<file path="src/rtl/memory_stage.sv">
// rtl/memory_stage.sv - RV32 MEM stage: word load/store bus FSM, pipeline stall, MEM/WB registers, bus watchdog
module memory_stage #(
    parameter int TIMEOUT_CYCLES = 64,
    parameter int CNT_W          = 7
) (
    input  logic        clk,
    input  logic        reset,
    input  logic        PIP_write_mem_i,
    input  logic        PIP_read_mem_i,
    input  logic [31:0] PIP_alu_result_i,
    input  logic [31:0] PIP_second_operand_i,
    input  logic        PIP_use_mem_i,
    input  logic        PIP_write_reg_i,
    input  logic [4:0]  PIP_rd_i,
    output logic        stall_o,
    output logic        dmem_valid_o,
    output logic        dmem_we_o,
    output logic [31:0] dmem_addr_o,
    output logic [31:0] dmem_wdata_o,
    input  logic        dmem_ready_i,
    input  logic        dmem_rvalid_i,
    input  logic [31:0] dmem_rdata_i,
    output logic        PIP_write_reg_o,
    output logic [4:0]  PIP_rd_o,
    output logic [31:0] PIP_wb_data_o,
    output logic        bus_err_o
);

    typedef enum logic [1:0] {IDLE, WAIT_GNT, WAIT_RESP} state_t;

    state_t           state_q, state_d;
    logic [CNT_W-1:0] cnt_q, cnt_d;
    logic             write_reg_q;
    logic [4:0]       rd_q;
    logic [31:0]      wb_data_q;
    logic             bus_err_q;

    logic mem_op, is_store, stall, valid, load_done, complete, expire, timeout;
    logic unused_use_mem;

    // Write-back source is chosen by FSM completion, so the use_mem hint is not needed.
    assign unused_use_mem = PIP_use_mem_i;
    assign mem_op   = PIP_read_mem_i | PIP_write_mem_i;
    assign is_store = PIP_write_mem_i;
    assign timeout  = (TIMEOUT_CYCLES != 0) && (state_q != IDLE)
                   && (cnt_q == CNT_W'(TIMEOUT_CYCLES - 1));

    always_comb begin
        state_d   = state_q;
        stall     = 1'b0;
        valid     = 1'b0;
        load_done = 1'b0;
        complete  = 1'b0;
        expire    = 1'b0;
        case (state_q)
            IDLE: begin
                if (mem_op) begin
                    valid = 1'b1;
                    if (dmem_ready_i) begin
                        if (!is_store) begin
                            stall   = 1'b1;
                            state_d = WAIT_RESP;
                        end
                    end else begin
                        stall   = 1'b1;
                        state_d = WAIT_GNT;
                    end
                end
            end
            WAIT_GNT: begin
                valid = 1'b1;
                if (dmem_ready_i) begin
                    if (is_store) begin
                        complete = 1'b1;
                        state_d  = IDLE;
                    end else begin
                        stall   = 1'b1;
                        state_d = WAIT_RESP;
                    end
                end else begin
                    stall = 1'b1;
                end
            end
            WAIT_RESP: begin
                if (dmem_rvalid_i) begin
                    load_done = 1'b1;
                    complete  = 1'b1;
                    state_d   = IDLE;
                end else begin
                    stall = 1'b1;
                end
            end
            default: state_d = IDLE;
        endcase

        // A completion on the expiry cycle takes priority over abandoning the access.
        if (timeout && !complete) begin
            stall   = 1'b0;
            valid   = 1'b0;
            expire  = 1'b1;
            state_d = IDLE;
        end

        // The counter includes the issuing IDLE cycle, so it counts cycles since the request.
        if (state_d == IDLE) begin
            cnt_d = '0;
        end else if (state_q == IDLE) begin
            cnt_d = CNT_W'(1);
        end else begin
            cnt_d = cnt_q + CNT_W'(1);
        end
    end

    always_ff @(posedge clk or posedge reset) begin
        if (reset) begin
            state_q     <= IDLE;
            cnt_q       <= '0;
            write_reg_q <= 1'b0;
            rd_q        <= 5'd0;
            wb_data_q   <= 32'd0;
            bus_err_q   <= 1'b0;
        end else begin
            state_q   <= state_d;
            cnt_q     <= cnt_d;
            bus_err_q <= expire;
            if (stall || expire) begin
                write_reg_q <= 1'b0;
                rd_q        <= 5'd0;
                wb_data_q   <= 32'd0;
            end else begin
                write_reg_q <= PIP_write_reg_i;
                rd_q        <= PIP_rd_i;
                wb_data_q   <= load_done ? dmem_rdata_i : PIP_alu_result_i;
            end
        end
    end

    assign stall_o         = stall & ~reset;
    assign dmem_valid_o    = valid & ~reset;
    assign dmem_we_o       = valid & is_store & ~reset;
    assign dmem_addr_o     = {PIP_alu_result_i[31:2], 2'b00};
    assign dmem_wdata_o    = PIP_second_operand_i;
    assign PIP_write_reg_o = write_reg_q;
    assign PIP_rd_o        = rd_q;
    assign PIP_wb_data_o   = wb_data_q;
    assign bus_err_o       = bus_err_q;

endmodule
</file>
<file path="config.mk">
export PLATFORM = sky130hd
export DESIGN_NAME = memory_stage
export DESIGN_NICKNAME = d
export VERILOG_FILES = /design/src/rtl/memory_stage.sv
export SDC_FILE = /design/constraint.sdc
export NUM_CORES = 1
export LEC_CHECK = 0
export BUFFER_PORTS_ARGS = -buffer_cell sky130_fd_sc_hd__buf_2
export CAP_MARGIN = 20
export CORE_MARGIN = 2
export CORE_UTILIZATION = 36
export DETAILED_ROUTE_END_ITERATION = 16
export PLACE_DENSITY = 0.81
export REMOVE_ABC_BUFFERS = 1
export SYNTH_ARGS = -nofsm -noshare
export SYNTH_HDL_FRONTEND = slang
export SYNTH_SLANG_ARGS = --single-unit
</file>
<file path="constraint.sdc">
create_clock -name clk -period 1.9 [get_ports clk]
set_input_delay 0.38 -clock clk [delete_from_list [all_inputs] [get_ports clk]]
set_output_delay 0.38 -clock clk [all_outputs]
set_load 0.01 [all_outputs]
</file>
After elaboration in Yosys (flattened, before gate mapping):

Cells that the tools add are included.
Widths: inputs -> output; s select.

* register bits after elaboration: 48
* output and inout bits: 106

* $add $sub $neg: 1
* eq/ne operators: 3
* mux-type cells: 29
* bitwise logic cells: 6
* reduce and logical (&&, ||, !) cells: 7

Operators by type and width (number)
* $mux 32: 2
* $mux 2: 7
* $mux 7: 2
* $mux 1: 13
* $add 7x1->7 const B: 1
* $eq 7x6->1 const B: 1
* $pmux 2 s3: 1
* $mux 5: 1
* $and 1x1->1: 4
* $logic_not 2->1: 2
* $pmux 1 s2: 2
* $pmux 1 s3: 1
* $eq 2x1->1 const B: 1
* $eq 2x2->1 const B: 1
* $logic_and 1x1->1: 2
* $reduce_bool 2->1: 1
* $logic_not 1->1: 1
* $logic_or 1x1->1: 1
* $not 1->1: 1
* $or 1x1->1: 1

Longest topological paths before layout:

Gate-level depths: netlist (run 1).

* word-level depth: 8
* depth in mapped cells: 10

Worst setup path after synthesis (run 1):

No wires, ideal clock.

* kind: reg2out
* start: reg state_q[0]
* end: out stall_o
* data arrival time: 1821 ps
* slack: -301 ps
* stages on the path, launching flop included: 10
* path buffers: 3
* cell sequence: dfrtp_1 > inv_1 > ha_1 > buf_2 > nand3_1 > and4_1 > buf_6 > or2_0 > clkbuf_2 > a211oi_1

* word-level cells in the longest chain between the ends: 6
* elaborated cells between the ends (all ways): 11
* those cells by class: 2 x eq/ne; 3 x mux; 1 x bitwise; 5 x reduce/logical

RTL lines
* start, declared: line 31 `state_t state_q, state_d;`
* start signal, assigned: line 123 `state_q <= state_d;`
* $eq 2x2->1 or $eq 2x1->1 (tied branches): line 55 `case (state_q)`
* $pmux 1 s2: line 55
* $logic_not 1->1: line 97 `if (timeout && !complete) begin`
* $logic_and 1x1->1: line 97
* $mux 1 *: line 97
* $and 1x1->1 *: line 138 `assign stall_o = stall & ~reset;`
* end, declared: line 15 `output logic stall_o,`

Mark *: on every way between the ends. The rest lies on a longest branch, timed or not.

Worst setup path after layout (run 1):

Same ends and word-level chain as after synthesis.

==> results of run 1 <==
[registers in the layout, indices dropped and copies added, names as in the netlist]
| register | count |
|---|---|
| bus_err_o | 1 |
| PIP_write_reg_o | 1 |
| state_q | 2 |
| PIP_wb_data_o | 32 |
| cnt_q | 7 |
| PIP_rd_o | 5 |
[repair_timing]
| item | in CTS | in global routing |
|---|---|---|
| cloned | 3 | 0 |
| gates resized for setup | 26 | 41 |
| pin swaps | 3 | 1 |
| setup buffers | 1 | 7 |
| endpoints found under the setup margin | 13 | 47 |
[synth_stat cells, types with 2 or more instances]
master / n / area share
sky130_fd_sc_hd__a211oi_1: 3 / 0.0081
sky130_fd_sc_hd__dfrtp_1: 48 / 0.43
sky130_fd_sc_hd__buf_2: 4 / 0.0072
sky130_fd_sc_hd__inv_1: 12 / 0.016
sky130_fd_sc_hd__nor2_1: 10 / 0.013
sky130_fd_sc_hd__buf_4: 64 / 0.17
sky130_fd_sc_hd__nand2_1: 39 / 0.052
sky130_fd_sc_hd__nand3b_1: 2 / 0.0054
sky130_fd_sc_hd__clkbuf_1: 10 / 0.013
sky130_fd_sc_hd__nor3_1: 3 / 0.0054
sky130_fd_sc_hd__xor2_1: 2 / 0.0063
sky130_fd_sc_hd__o21ai_0: 4 / 0.0072
sky130_fd_sc_hd__ha_1: 6 / 0.027
sky130_fd_sc_hd__a21oi_2: 20 / 0.063
sky130_fd_sc_hd__a2111oi_0: 4 / 0.013
sky130_fd_sc_hd__a21oi_1: 15 / 0.027
sky130_fd_sc_hd__xnor2_1: 3 / 0.0094
sky130_fd_sc_hd__buf_6: 4 / 0.016
sky130_fd_sc_hd__nand3_1: 35 / 0.063
[cells by family (layout without fill, tap and decap cells)]
logic type	after synthesis	count (layout)	synth area share
and+or+nand+nor	98	98	0.166
buffers and inverters	95	195	0.227
AOI/OAI and AO/OA	51	51	0.132
DFF	48	48	0.430
adders and majority gates	6	6	0.0269
xor gates and xnor gates	5	5	0.0157
other	1	2	0.00134
[metrics by stage]
step | total power, mW | setup WS (ps) | instances | hold WS [ps] | setup TNS, ps
finish | 5.00 | -322 | 507 | 142 | -9010
global route | 5.31 | -430 | 507 | 162 | -10540
CTS | 4.81 | -326 | 504 | 144 | -3310
detailed placement | 3.68 | -90.4 | 492 | 466 | -257
global placement | 3.60 | -56.8 | 492 | 462 | -56.8
floorplan | 2.57 | -728 | 222 | 476 | -24630
[worst max-delay path by stage]
stage / to / depth (start not counted)
finish: stall_o / 7
floorplan: stall_o / 6
global route: stall_o / 7
CTS: stall_o / 7
detailed placement: cnt_q[4] / 7
global placement: stall_o / 7
[layout make-up]
type | instances | area share
Sequential cell | 48 | 0.325
Multi-Input combinational cell | 162 | 0.321
Timing Repair Buffer | 175 | 0.282
Tap cell | 102 | 0.0346
Clock buffer | 7 | 0.0234
Inverter | 12 | 0.0122
Clock inverter | 1 | 0.00203
[critical path, stage by stage, from the launching register on]
cell	delay [ps]
sky130_fd_sc_hd__dfrtp_1	380
sky130_fd_sc_hd__inv_2	80
sky130_fd_sc_hd__ha_4	280
sky130_fd_sc_hd__nand3_2	70
sky130_fd_sc_hd__and4_4	210
sky130_fd_sc_hd__or2_1	240
sky130_fd_sc_hd__a211oi_2	130
sky130_fd_sc_hd__buf_2	150
[per-layer routing]
layer / wire (um) / part of all wire / global-route usage / vias up
met5: 0 / 0 / 0.0449 / -
met2: 4240 / 0.48 / 0.314 / 155
li1: - / - / - / 1137
met1: 3430 / 0.39 / 0.238 / 1181
met4: 104 / 0.012 / 0.0572 / 0
met3: 1060 / 0.12 / 0.108 / 10
[power by group]
part	leakage, nW	switching [mW]	total (mW)	internal, mW
logic	1.20	1.60	2.88	1.29
clock network	0.0445	0.346	0.642	0.296
registers	0.621	0.109	1.47	1.36
==> results.cfg, run 1 <==
[timing]
setup_violations = 41
rsz0062_at_grt = yes
fmaxAchievable_mhz = 450
timing.final.crit_share = 1.17
period_needed_ps = 2220
fin_ws_ps = -322
slew_viol_final = 0
hold_viol_final = 0
timing.clock.skew_ps = 10.1

[floorplanning]
std_cell_rows = 32
core_ar_sq_mm = 0.00761
number_of_ports_placed_on_the_die_boundary = 215
die_extent_in_x_um = 92.0
start_util = 0.367
die_footprint_sq_mm = 0.00847
floorplan.die.height_um = 92.0

[worst_setup_path]
setup.worst_path.start_class = flop
regToRegStartpoint = state_q[0]
critical_path_arrival_ps = 1840
timing.critical_path.required_ps = 1520
reg2reg_slack_ps = -290
worstReg2RegEnd = PIP_wb_data_o[2]
critical_path_peak_fanout = 3
crit_path_start = state_q[0]
crit_type = flop to output pin
r2r.worst_path.cells = 10
critical_path.endpoint_type = output pin

[global_routing]
via_count_of_the_first_global_routing_pass = 2418
global_route.overflow_total = 0
wire_length_of_the_first_global_routing_pass_um = 12900
grt_antenna_before_repair = 0
grt_max_degree = 33
globalRouteTotalUtil = 0.201

[synth]
yosysUniqueCellTypes = 35
yosysWarnings = 0
syn_area_per_cell_sq_um = 9.18
seq_area_frac_synth = 0.430
postSynthCellCount = 304
ys_ff_latch = 48
synth.cell_area_sq_mm = 0.00279
synth_enable_flop_cells = 0
yosys_most_used_dff = sky130_fd_sc_hd__dfrtp_1
asyncSetResetFlopFracSynth = 1.00

[placed_design]
globalplace.congestion = 0.908
port_buffers = 147
dp_hpwl_um = 6400
placedInstanceArea_sq_mm = 0.00326

[cells_and_area]
most-common-layout-cells = 147 x sky130_fd_sc_hd__buf_2, 48 x sky130_fd_sc_hd__dfrtp_1, 39 x sky130_fd_sc_hd__nand2_1
multi_input_comb_area_sq_mm = 0.00118
n_antenna_cell = 0
finalInstanceArea_sq_mm = 0.00369
share_of_cells_above_drive_strength_1 = 0.590
final_core_utilization = 0.485
flow.area_growth_from_synthesis_pct = 32.3
layout.filler_cells = 729
area_taken_by_flip_flops_and_latches_sq_mm = 0.00120
mostFrequentLayoutCell = sky130_fd_sc_hd__buf_2
layout.nets = 519

[pwr]
power.density_cell_area_mw_per_mm2 = 1350
cellLeakagePower_nw = 1.87
ir_worst_vdd_mv = 0.500

[route]
post-route-drc-count = 0
routed_wire_length_per_instance_um = 17.4
routed_via_density = 4.90
routed-via-count = 2483
drt_first_iter_violations = 114
ant_nets = 0
detail_route.first_pass.iterations = 4
drt-total-wl_um = 8830

[clocking]
cts_max_level = 2
cts.sinks = 48
worstSkewPairLatency_ps = 300
cts_hold_buf = 0
cts-buffers-inserted = 5
clk_root_buffer_cell = sky130_fd_sc_hd__clkbuf_8
tritoncts = yes
cts-root-to-sink-buffers = 2
path_clk_slew_ps = 90

[outcome]
failed_checks = setup timing
run_status = finished with violations

[min_path]
min_path_type = input port to async pin

[run]
max_cap_violations = 0
Note: power is estimated with default switching activity, not from simulation.
==> inputs of run 2 (changes only) <==
--- a/config.mk
+++ b/config.mk
@@ -12,6 +12,7 @@
 export DETAILED_ROUTE_END_ITERATION = 16
 export PLACE_DENSITY = 0.81
 export REMOVE_ABC_BUFFERS = 1
+export SKIP_CTS_REPAIR_TIMING = 1
 export SYNTH_ARGS = -nofsm -noshare
 export SYNTH_HDL_FRONTEND = slang
 export SYNTH_SLANG_ARGS = --single-unit
==> run 2 against run 1 <==
Against the previous run: the run still ends with setup timing left; critical path type unchanged; clock power is essentially flat; die area stayed put; via count up 2.1%; wire length shrank 0.69%.
==> results.cfg, run 2 (synthesis gave the netlist of run 1 again) <==
[clocking]
clk_root_buffer_cell = sky130_fd_sc_hd__clkbuf_8
cts_max_level = 2
path_clk_slew_ps = 90
cts-buffers-inserted = 5
cts-root-to-sink-buffers = 2
tritoncts = yes
worstSkewPairLatency_ps = 300
cts.sinks = 48

[route]
post-route-drc-count = 0
routed-via-count = 2534
wl_met1_um = 3410
ant_nets = 0
drt-total-wl_um = 8770
routed_wire_length_per_instance_um = 17.3
top_layer_used = met4
routed_via_density = 5.00
detail_route.first_pass.iterations = 4
dr_wl_met3_um = 1030
drt_first_iter_violations = 89
met2_wirelength_um = 4170

[pwr]
seqPwrFrac = 0.300
ir_worst_vdd_mv = 0.517
power.density_cell_area_mw_per_mm2 = 1330
power_frac_clock = 0.130
switching_power_mw = 2.01
combinationalPowerShare = 0.570
cellLeakagePower_nw = 1.87
sw_ratio = 0.408
p_int_mw = 2.92

[cells_and_area]
mostFrequentLayoutCell = sky130_fd_sc_hd__buf_2
final_core_utilization = 0.485
layout.filler_cells = 736
multi_input_comb_area_sq_mm = 0.00118
final_cells = 507
flip_flop_count_of_the_largest_register_after_layout = 32
layout.nets = 519
n_antenna_cell = 0
flow.area_growth_from_synthesis_pct = 32.3
area_taken_by_flip_flops_and_latches_sq_mm = 0.00120
share_of_cells_above_drive_strength_1 = 0.585
most-common-layout-cells = 147 x sky130_fd_sc_hd__buf_2, 48 x sky130_fd_sc_hd__dfrtp_1, 39 x sky130_fd_sc_hd__nand2_1

[global_routing]
globalRouteTotalUtil = 0.193
global_route.overflow_total = 0
grt_max_degree = 33
via_count_of_the_first_global_routing_pass = 2354
wire_length_of_the_first_global_routing_pass_um = 12400
grt_antenna_before_repair = 0

[floorplanning]
std_cell_rows = 32
floorplan.die.height_um = 92.0
core_ar_sq_mm = 0.00761
die_extent_in_x_um = 92.0
die_footprint_sq_mm = 0.00847
number_of_ports_placed_on_the_die_boundary = 215
start_util = 0.367

[worst_setup_path]
timing.critical_path.cells = inv_2 > ha_4 > nand4_1 > and4_4 > buf_4 > buf_6 > buf_6 > nor3_4 > buf_2
critical_path_peak_fanout = 3
critical_path_arrival_ps = 1900
crit_path_frequent_cell = sky130_fd_sc_hd__buf_6
crit_type = flop to output pin
setup.worst_path.start_class = flop
crit_path_top_delay_cell = sky130_fd_sc_hd__dfrtp_1
timing.critical_path.required_ps = 1520
r2r.worst_path.cells = 10
critical-path-max-stage-delay_ps = 380
critical_path.endpoint_type = output pin

[timing]
fmaxAchievable_mhz = 439
timing.clock.skew_ps = 8.05
timing.final.crit_share = 1.20
finalSetupTns_ps = -11550
hold_viol_final = 0
timing.hold.ws_ps = 163
setup_violations = 41
slew_viol_final = 0
period_needed_ps = 2280
fin_ws_ps = -379
rsz0062_at_grt = yes

[placed_design]
globalplace.congestion = 0.908
dp_hpwl_um = 6400
dp_cell_count = 492
port_buffers = 147

[min_path]
min_path_type = input port to async pin

[run]
max_cap_violations = 0

[outcome]
failed_checks = setup timing
run_status = finished with violations
[run 2: cell count changes in the layout (fill, tap and decap cells not counted), sizes merged]
cell    previous run  this run
buf              175       172
clkbuf             7        10
[run 2: final timing paths]
path,start,endpoint,slack (ps)
min in group clk,PIP_alu_result_i[1],PIP_wb_data_o[1],310
max in group asynchronous,reset,cnt_q[5],1210
worst max-delay path,state_q[0],dmem_valid_o,-380
worst min register to register,cnt_q[0],cnt_q[0],600
worst min-delay path,reset,bus_err_o,160
worst max register to register,state_q[0],PIP_wb_data_o[24],-320
[run 2: area by class of cell]
type                            instances  share of cell area
Clock buffer                            7              0.0234
Clock inverter                          1             0.00203
Inverter                               12              0.0122
Multi-Input combinational cell        162               0.319
Sequential cell                        48               0.325
Tap cell                              102              0.0346
Timing Repair Buffer                  175               0.284
[run 2: stage by stage]
stage                     setup WS (ps)  cell area (sq um)  power [mW]
final                              -379               3690        4.93
after global routing               -449               3690        5.25
after CTS                          -421               3360        4.33
after detailed placement          -90.4               3260        3.68
after global placement            -56.8               3260        3.60
after floorplan                    -728               2210        2.57
[run 2: power groups by stage]
stage,combinational (mW),clock (mW),sequential [mW]
2_1_floorplan,0.903,0,1.66
3_3_place_gp,2.12,0,1.47
3_5_place_dp,2.19,0,1.50
4_1_cts,2.19,0.667,1.48
5_1_grt,3.02,0.716,1.51
6_report,2.81,0.640,1.48
[run 2: worst max-delay path, delay by kind of cell, from the launching register on]
kind	cells	cell delay, ps
adders and majority gates	1	270
buffers and inverters	5	570
DFF	1	380
and+or+nand+nor	3	380
[run 2: metal layers]
layer / GRT usage / up-vias
li1: - / 1140
met1: 0.230 / 1218
met2: 0.291 / 159
met3: 0.111 / 17
met4: 0.0560 / 0
met5: 0.0449 / -
